--- src/rtl/segment_register_file_ctx.sv ---
// Segment register file with multi-port registered reads, write bypass,
// dedicated CS output and a shadow bank with sequenced save/restore.
module segment_register_file_ctx #(
  parameter int unsigned DATA_WIDTH   = 16,
  parameter int unsigned NUM_REGS     = 4,
  parameter int unsigned NUM_RD_PORTS = 2,
  parameter logic [DATA_WIDTH-1:0] CS_RESET = DATA_WIDTH'(16'hFFFF),
  localparam int unsigned SEL_W = $clog2(NUM_REGS)
) (
  input  logic                               clk,
  input  logic                               reset,
  input  logic [NUM_RD_PORTS*SEL_W-1:0]      rd_sel,
  output logic [NUM_RD_PORTS*DATA_WIDTH-1:0] rd_val,
  input  logic                               wr_en,
  input  logic [SEL_W-1:0]                   wr_sel,
  input  logic [DATA_WIDTH-1:0]              wr_val,
  output logic [DATA_WIDTH-1:0]              cs,
  output logic                               cs_changed,
  input  logic                               save_req,
  input  logic                               restore_req,
  output logic                               busy,
  output logic                               done,
  output logic                               wr_err
);

  localparam logic [SEL_W-1:0] CS_IDX   = SEL_W'(1);
  localparam logic [SEL_W-1:0] LAST_IDX = SEL_W'(NUM_REGS - 1);

  typedef enum logic [1:0] {
    IDLE    = 2'd0,
    SAVE    = 2'd1,
    RESTORE = 2'd2
  } state_t;

  state_t                state, state_next;
  logic [SEL_W-1:0]      idx, idx_next;
  logic [DATA_WIDTH-1:0] live   [NUM_REGS];
  logic [DATA_WIDTH-1:0] shadow [NUM_REGS];

  logic                  save_en_c;
  logic                  last_c;
  logic                  wr_act_c;
  logic [SEL_W-1:0]      wr_idx_c;
  logic [DATA_WIDTH-1:0] wr_data_c;

  // FSM state and copy index register
  always_ff @(posedge clk or negedge reset) begin
    if (!reset) begin
      state <= IDLE;
      idx   <= '0;
    end else begin
      state <= state_next;
      idx   <= idx_next;
    end
  end

  // Next-state: save has priority over restore; requests ignored while busy
  always_comb begin
    state_next = state;
    idx_next   = idx;
    case (state)
      IDLE: begin
        idx_next = '0;
        if (save_req)         state_next = SAVE;
        else if (restore_req) state_next = RESTORE;
      end
      SAVE, RESTORE: begin
        if (idx == LAST_IDX) begin
          state_next = IDLE;
          idx_next   = '0;
        end else begin
          idx_next = idx + SEL_W'(1);
        end
      end
      default: begin
        state_next = IDLE;
        idx_next   = '0;
      end
    endcase
  end

  // Output decode: merge external writes and restore copies onto one write port
  always_comb begin
    save_en_c = 1'b0;
    last_c    = 1'b0;
    wr_act_c  = 1'b0;
    wr_idx_c  = wr_sel;
    wr_data_c = wr_val;
    case (state)
      IDLE: begin
        wr_act_c = wr_en;
      end
      SAVE: begin
        save_en_c = 1'b1;
        last_c    = (idx == LAST_IDX);
      end
      RESTORE: begin
        wr_act_c  = 1'b1;
        wr_idx_c  = idx;
        wr_data_c = shadow[idx];
        last_c    = (idx == LAST_IDX);
      end
      default: begin
        wr_act_c = 1'b0;
      end
    endcase
  end

  assign busy = (state != IDLE);
  assign cs   = live[CS_IDX];

  // Live bank update
  always_ff @(posedge clk or negedge reset) begin
    if (!reset) begin
      for (int unsigned i = 0; i < NUM_REGS; i++) begin
        live[i] <= (i == 1) ? CS_RESET : '0;
      end
    end else if (wr_act_c) begin
      live[wr_idx_c] <= wr_data_c;
    end
  end

  // Shadow bank update during save
  always_ff @(posedge clk or negedge reset) begin
    if (!reset) begin
      for (int unsigned i = 0; i < NUM_REGS; i++) begin
        shadow[i] <= '0;
      end
    end else if (save_en_c) begin
      shadow[idx] <= live[idx];
    end
  end

  // Registered read ports with same-edge write bypass
  always_ff @(posedge clk or negedge reset) begin
    if (!reset) begin
      rd_val <= '0;
    end else begin
      for (int p = 0; p < NUM_RD_PORTS; p++) begin
        if (wr_act_c && (wr_idx_c == rd_sel[p*SEL_W +: SEL_W])) begin
          rd_val[p*DATA_WIDTH +: DATA_WIDTH] <= wr_data_c;
        end else begin
          rd_val[p*DATA_WIDTH +: DATA_WIDTH] <= live[rd_sel[p*SEL_W +: SEL_W]];
        end
      end
    end
  end

  // Single-cycle status pulses
  always_ff @(posedge clk or negedge reset) begin
    if (!reset) begin
      cs_changed <= 1'b0;
      done       <= 1'b0;
      wr_err     <= 1'b0;
    end else begin
      cs_changed <= wr_act_c && (wr_idx_c == CS_IDX);
      done       <= last_c;
      wr_err     <= wr_en && busy;
    end
  end

endmodule

--- config.mk ---
export PLATFORM = sky130hd
export DESIGN_NAME = segment_register_file_ctx
export DESIGN_NICKNAME = d
export VERILOG_FILES = /design/src/rtl/segment_register_file_ctx.sv
export SDC_FILE = /design/constraint.sdc
export NUM_CORES = 1
export LEC_CHECK = 0
export ABC_AREA = 0
export CAP_MARGIN = 10
export CORE_AREA = 2 2 170 172
export CTS_CLUSTER_DIAMETER = 150
export CTS_CLUSTER_SIZE = 16
export DETAILED_ROUTE_END_ITERATION = 6
export DIE_AREA = 0 0 172 174
export PLACE_DENSITY = 0.46
export SLEW_MARGIN = 20
export SYNTH_ARGS = -nofsm -noshare
export SYNTH_HDL_FRONTEND = slang
export SYNTH_SLANG_ARGS = --single-unit
export TNS_END_PERCENT = 30
--- constraint.sdc ---
create_clock -name clk -period 2.5 [get_ports clk]
set_input_delay 0.375 -clock clk [delete_from_list [all_inputs] [get_ports clk]]
set_output_delay 0.375 -clock clk [all_outputs]
set_load 0.01 [all_outputs]
==> flow_summary.json, run 1 <==
{
  "status": "finished clean",
  "fp.dieH_um": 174,
  "cpPeakStageDelay_ns": 0.43,
  "rsz0062_at_grt": "no",
  "grt-ovfl-total": 0,
  "post-dp-hpwl_mm": 14.5,
  "drtIter0Drc": 161,
  "wl_met3_um": 672,
  "h-tree-depth": 4,
  "vias": 4723,
  "gp_congestion": 0.769,
  "postSynthAreaPerCell_um2": 16.6,
  "worstPathArrival_ns": 2.66,
  "critPathSlowestCell": "dfrtp_1",
  "cts_tree": "done",
  "synth-seq-cells": 167,
  "grt.total_usage_pct": 15.3,
  "setup_viol": 0,
  "p_comb_share_pct": 43.2,
  "vias_per_cell": 4.83,
  "period_share_pct": 93.8,
  "seq_area_frac_synth_pct": 50.6,
  "crit_buf_inv": 2,
  "fp.dieArea_um2": 29900,
  "p_leak_uw": 0.00414,
  "r2r_cells": 7,
  "antenna_found_initial": 0,
  "fin_tns_setup_ns": 0,
  "yosys.area.top_type": "dfrtp_1",
  "synth_top_family_by_area": "multiplexers",
  "cts_buffers": 17,
  "switchingPower_uw": 4380,
  "slew_headroom_pct": 54.3,
  "antenna_cells": 0,
  "whs_endpoint": "shadow[15]$_DFFE_PN0P_",
  "drt-wirelength-per-cell_um": 22.1,
  "pin_count": 79,
  "wl_met1_mm": 10.3,
  "port_buffers": 78,
  "synth_top_area_share_pct": 45.5,
  "skew_ns": 0.0115,
  "grt_max_degree": 68,
  "p_seq_share_pct": 38.2,
  "crit_path_end_kind": "flop",
  "finalCriticalPeriod_ns": 2.35,
  "synthMuxAreaShare_pct": 41.6,
  "maxUsedRoutingLayer": "met4",
  "tightest_slew_ns": 0.685,
  "r2r-end": "live[30]$_DFFE_PN0P_",
  "min_path_cells": 1,
  "finalInstanceArea_um2": 10200,
  "routed_wl_mm": 21.6,
  "firstDrtPassIters": 4,
  "cp.required_ns": 2.81,
  "cp_top_family": "simple AND/OR/NAND/NOR gates",
  "ys.flop_type": "dfrtp_1",
  "drtAntennaViolNets": 0,
  "reg2reg_setup_slack_ns": 0.15,
  "synth-xor-area-share_pct": 0.422,
  "yosysMostFrequentCell": "mux2_2",
  "root_buffer": "clkbuf_16",
  "dr_wl_met2_mm": 10.4,
  "rows": 62,
  "hold_viol_final": 0,
  "path_cells": "inv_1, ha_1, a21oi_1, or2_2, nor3b_4, buf_12, mux2_2",
  "drv_cap": 0,
  "r2r-start": "state[1]$_DFFE_PN0P_",
  "drc_errors": 0,
  "p_total_uw": 13300,
  "synth_edf_count": 0,
  "post_cts_buffers": 0,
  "ir_drop_mv": 0.456,
  "max_freq_mhz": 426,
  "synth_nets": 535,
  "crit_fanout": 16,
  "synth_cells": 499,
  "netlist_area_um2": 8300,
  "clock_latency_ns": 0.43,
  "yosys-top-cells-area": "dfrtp_1 46%, mux2_2 24%, mux4_2 17%",
  "synth_compound_area_share_pct": 0.392,
  "place_area_um2": 9670,
  "coreArea_um2": 28200,
  "yosysUniqueCellTypes": 29,
  "fin_hold_ws_ns": 0.503,
  "setup.worst_path.start_class": "flop",
  "clkPwrFrac_pct": 18.6,
  "yosys.area_share.adder_pct": 1.36,
  "yosys.area_share.simple_pct": 1.97,
  "grt_pass1_wl_mm": 33.4,
  "p_int_uw": 8870,
  "yosysWarnings": 0,
  "worstSetupPathType": "flop to flop",
  "nets": 616,
  "clock_path_buffers": 2,
  "synth_common_cells": "175 x mux2_2, 151 x dfrtp_1, 64 x mux4_2, 21 x buf_4, 16 x dfstp_2",
  "initial_core_util_pct": 29.4,
  "final_max_slew_viol_count": 0,
  "grt_pass1_vias": 5192,
  "hp-start": "shadow[15]$_DFFE_PN0P_",
  "die_w_um": 172,
  "cts.sinks": 167,
  "swShare_pct": 33.0,
  "async_flop_share_pct": 100,
  "post-route-util_pct": 36.2,
  "drive_above_1_share_pct": 54.8,
  "power_density_nw_per_um2": 1300,
  "cts.clk_slew.worst_paths_ns": 0.06,
  "hp-class": "flop to flop",
  "syn_to_final_growth_pct": 23.2
}
-- routing by layer --
metal | GRT usage [%] | vias up
met4 | 4.20 | 0
met1 | 21.5 | 2592
met3 | 2.87 | 18
li1 | - | 2035
met2 | 24.2 | 78
met5 | 0 | -
-- cell type report --
class / count / area (µm²)
flip-flops and latches: 167 / 4200
clock buffers: 21 / 450
multi-input cells: 281 / 3810
well taps: 384 / 480
clock inverters: 11 / 93.8
repair buffers: 108 / 1170
fillers: 2693 / 18000
inverters: 5 / 18.8
-- worst max path at each step --
| stage | start | endpoint | cells after the start |
|---|---|---|---|
| final | state[1]$_DFFE_PN0P_ | live[30]$_DFFE_PN0P_ | 7 |
| after global routing | state[1]$_DFFE_PN0P_ | live[30]$_DFFE_PN0P_ | 7 |
| after CTS | state[0]$_DFFE_PN0P_ | live[30]$_DFFE_PN0P_ | 7 |
| after detailed placement | wr_en | live[30]$_DFFE_PN0P_ | 6 |
| after global placement | wr_en | rd_val[6]$_DFF_PN0_ | 6 |
| after floorplan | idx[1]$_DFF_PN0_ | shadow[37]$_DFFE_PN0P_ | 8 |
-- flip-flops by register name, indices dropped and copies added, names as in the netlist --
register    cells
shadow         64
live           48
rd_val         32
cs             16
idx             2
state           2
cs_changed      1
done            1
wr_err          1
-- power groups by stage --
stage / combinational (µW) / clock (µW) / sequential (µW)
after floorplan: 3820 / 0 / 4870
after global placement: 5690 / 0 / 5010
after detailed placement: 5790 / 0 / 5110
after CTS: 5820 / 2540 / 5070
after global routing: 6150 / 2670 / 5250
final: 5730 / 2460 / 5060
-- what timing repair did --
item	in CTS	in global routing
hold endpoints to repair	33	0
gates resized for setup	0	1
endpoints found under the setup margin	0	18
hold buffers	1	0
-- layout by cell type (no fill, tap or decap), drive strengths merged, types with 5 or more instances in the layout --
cell type      synthesis  layout
inv                    5      10
mux2                 176     176
mux4                  64      64
clkbuf                12      21
ha                     9       9
dfrtp                151     151
nand2                  5       5
dfstp                 16      16
clkdlybuf4s50          0      77
buf                   34      30
-- stage by stage --
stage          setup WS (ns)  std cells
6_report               0.154        977
4_1_cts               0.0996        977
2_1_floorplan         0.0145        499
3_3_place_gp          0.0747        944
5_1_grt              0.00892        977
3_5_place_dp          0.0888        944
-- kinds of logic (layout without fill, tap and decap cells) --
group           Yosys count  in the layout
mux                     242            242
flops                   167            167
buf+inv                  51            145
simple gates             21             21
fa+ha+maj                 9              9
compound gates            5              5
xor+xnor                  4              4
Power figures use the tool's default switching activity.
==> run 2: changes to the inputs <==
--- a/config.mk
+++ b/config.mk
@@ -5,14 +5,14 @@
 export SDC_FILE = /design/constraint.sdc
 export NUM_CORES = 1
 export LEC_CHECK = 0
-export ABC_AREA = 0
 export CAP_MARGIN = 10
 export CORE_AREA = 2 2 170 172
 export CTS_CLUSTER_DIAMETER = 150
 export CTS_CLUSTER_SIZE = 16
 export DETAILED_ROUTE_END_ITERATION = 6
 export DIE_AREA = 0 0 172 174
-export PLACE_DENSITY = 0.46
+export DONT_BUFFER_PORTS = 1
+export PLACE_DENSITY = 0.43
 export SLEW_MARGIN = 20
 export SYNTH_ARGS = -nofsm -noshare
 export SYNTH_HDL_FRONTEND = slang
==> run 2 against run 1 <==
The run now ends with hold timing left. Global-route usage decreased by 0.19 points. Clock-buffer cell count decreased by 4. Cell count decreased by 8.9%. Sequential share of layout area increased by 3.8 points. Cell area decreased by 8.5%. Non-clock buffer count decreased by 87. Combinational power decreased by 20%. First-iteration DRC count decreased by 1.9%. Highest routed layer unchanged.
==> flow_summary.json, run 2 (synthesized netlist as in run 1, its figures left out) <==
{
  "failed_checks": "hold timing",
  "p_total_uw": 12500,
  "tightest_slew_ns": 0.317,
  "vias_per_cell": 4.93,
  "regMostFlops": "shadow",
  "antenna_cells": 0,
  "dp_slack_ns": 0.143,
  "root_buffer": "clkbuf_16",
  "antenna_found_initial": 0,
  "rows": 62,
  "rsz0062_at_grt": "no",
  "slew_headroom_pct": 78.7,
  "gr-usage-met1_pct": 20.0,
  "clock_latency_ns": 0.43,
  "fillers": 2759,
  "post-dp-hpwl_mm": 13.7,
  "cts.sinks": 167,
  "path_cells": "inv_1, ha_1, a21oi_1, or2_2, nor3_4, buf_4, mux2_2",
  "max_freq_mhz": 424,
  "layout_commonest_cell": "mux2_2",
  "port_buffers": 0,
  "grt.total_usage_pct": 15.1,
  "grt_pass1_wl_mm": 32.4,
  "period_share_pct": 94.4,
  "firstDrtPassIters": 4,
  "fp.dieArea_um2": 29900,
  "hold_viol_final": 167,
  "largest_reg_flops": 64,
  "grt-ovfl-total": 0,
  "drc_errors": 0,
  "coreArea_um2": 28200,
  "use_met2_pct": 24.4,
  "initial_core_util_pct": 29.4,
  "mostFrequentLayoutCells": "175 x mux2_2, 150 x dfrtp_1, 64 x mux4_2, 17 x clkbuf_16, 16 x dfstp_2",
  "p_int_uw": 8340,
  "cts.clk_slew.worst_paths_ns": 0.06,
  "p_leak_uw": 0.00380,
  "nets": 529,
  "cts_resized": 0,
  "switchingPower_uw": 4150,
  "vias": 4385,
  "crit_path_end_kind": "flop",
  "hp-class": "primary input to async pin",
  "swShare_pct": 33.2,
  "fin_tns_setup_ns": 0,
  "grt_pass1_vias": 4792,
  "clkPwrFrac_pct": 21.3,
  "cpPeakStageDelay_ns": 0.41,
  "p_seq_share_pct": 42.1,
  "globalRouteMet3Util_pct": 4.01,
  "syn_to_final_growth_pct": 12.7,
  "worstSetupPathType": "flop to flop",
  "critPathSlowestCell": "or2_2",
  "drv_cap": 0,
  "worst_slack_ns": 0.141,
  "status": "finished, violations left",
  "pin_count": 79,
  "reg.largest.list": "shadow x64, live x48, rd_val x32",
  "worstPathArrival_ns": 2.67,
  "h-tree-depth": 4,
  "drt-wirelength-per-cell_um": 23.8,
  "drtAntennaViolNets": 0,
  "die_w_um": 172,
  "cts_tree": "done",
  "final_max_slew_viol_count": 0,
  "gp_congestion": 0.710,
  "busiest_layer": "met2",
  "post_cts_buffers": 0,
  "routed_wl_mm": 21.2,
  "power_density_nw_per_um2": 1330,
  "crit_fanout": 6,
  "ir_drop_mv": 0.366,
  "drive_above_1_share_pct": 62.8,
  "grt_max_degree": 168,
  "setup_viol": 0,
  "finalCriticalPeriod_ns": 2.36,
  "skew_ns": 0.0104,
  "fin_hold_ws_ns": -0.353,
  "fp.dieH_um": 174,
  "clock_path_buffers": 2,
  "p_comb_share_pct": 36.6,
  "cts_buffers": 17,
  "drtIter0Drc": 158,
  "cp.required_ns": 2.81,
  "setup.worst_path.start_class": "flop"
}
==> run 2: changes by cell type in the layout (fill, tap and decap cells not counted), moves of 2 or more <==
| cell | delta |
|---|---|
| buf_12 | -5 |
| buf_4 | -3 |
| bufinv_16 | +2 |
| clkbuf_1 | -3 |
| clkdlybuf4s50_1 | -77 |
| clkinv_2 | +2 |
| inv_6 | +3 |
==> run 2: power groups by stage <==
stage,clock network [µW],registers [µW],logic [µW]
6_report,2660,5260,4570
4_1_cts,2750,5290,4640
5_1_grt,2860,5470,4920
3_3_place_gp,0,5270,4510
3_5_place_dp,0,5340,4610
2_1_floorplan,0,4870,3820
==> run 2: path summary, 6_finish.rpt <==
path | start | end | slack [ns] | cells after the start
worst max-delay path | state[0]$_DFFE_PN0P_ | rd_val[15]$_DFF_PN0_ | 0.14 | 7
min in group clk | save_req | state[1]$_DFFE_PN0P_ | 0.05 | 1
worst max register to register | state[0]$_DFFE_PN0P_ | rd_val[15]$_DFF_PN0_ | 0.14 | 7
worst min register to register | shadow[20]$_DFFE_PN0P_ | shadow[20]$_DFFE_PN0P_ | 0.50 | 1
worst min-delay path | reset | live[1]$_DFFE_PN0P_ | -0.35 | 0
max in group asynchronous | reset | cs[8]$_DFFE_PN1P_ | 2.53 | 0
==> run 2: critical path, delay by kind of cell, from the launching register on <==
kind                       cells  cell delay (ns)
buffers and inverters          2             0.39
DFF                            1             0.40
AOI/OAI and AO/OA              1             0.12
muxes                          1             0.35
adders and majority gates      1             0.30
and+or+nand+nor                2             0.69
==> run 2: final cells by class <==
class                   count  area [µm²]  area share [%]
flip-flops and latches    167        4200            44.9
multi-input cells         281        3810            40.7
well taps                 384         480            5.14
clock buffers              17         425            4.55
repair buffers             21         258            2.76
clock inverters            15         163            1.74
inverters                   5        18.8           0.201
==> run 2: layer usage <==
metal / up-vias / routed length [µm] / share of wire (%)
met5: - / 0 / 0
met4: 0 / 264 / 1.2
met3: 15 / 892 / 4.2
met2: 67 / 10600 / 50
met1: 2441 / 9460 / 45
li1: 1862 / - / -
==> run 2: metrics by stage <==
step                      utilization, %  instance area, µm²  std cells
after floorplan                        -                8300        499
after global placement              31.0                8770        858
after detailed placement            31.0                8770        858
after CTS                           33.1                9360        890
after global routing                33.1                9360        890
final                               33.1                9360        890
==> run 3: changes to the inputs <==
--- a/config.mk
+++ b/config.mk
@@ -17,4 +17,4 @@
 export SYNTH_ARGS = -nofsm -noshare
 export SYNTH_HDL_FRONTEND = slang
 export SYNTH_SLANG_ARGS = --single-unit
-export TNS_END_PERCENT = 30
+export TNS_END_PERCENT = 5
==> results of run 3 <==
Same layout as run 2: the final DEF is identical, and so are final timing and power.
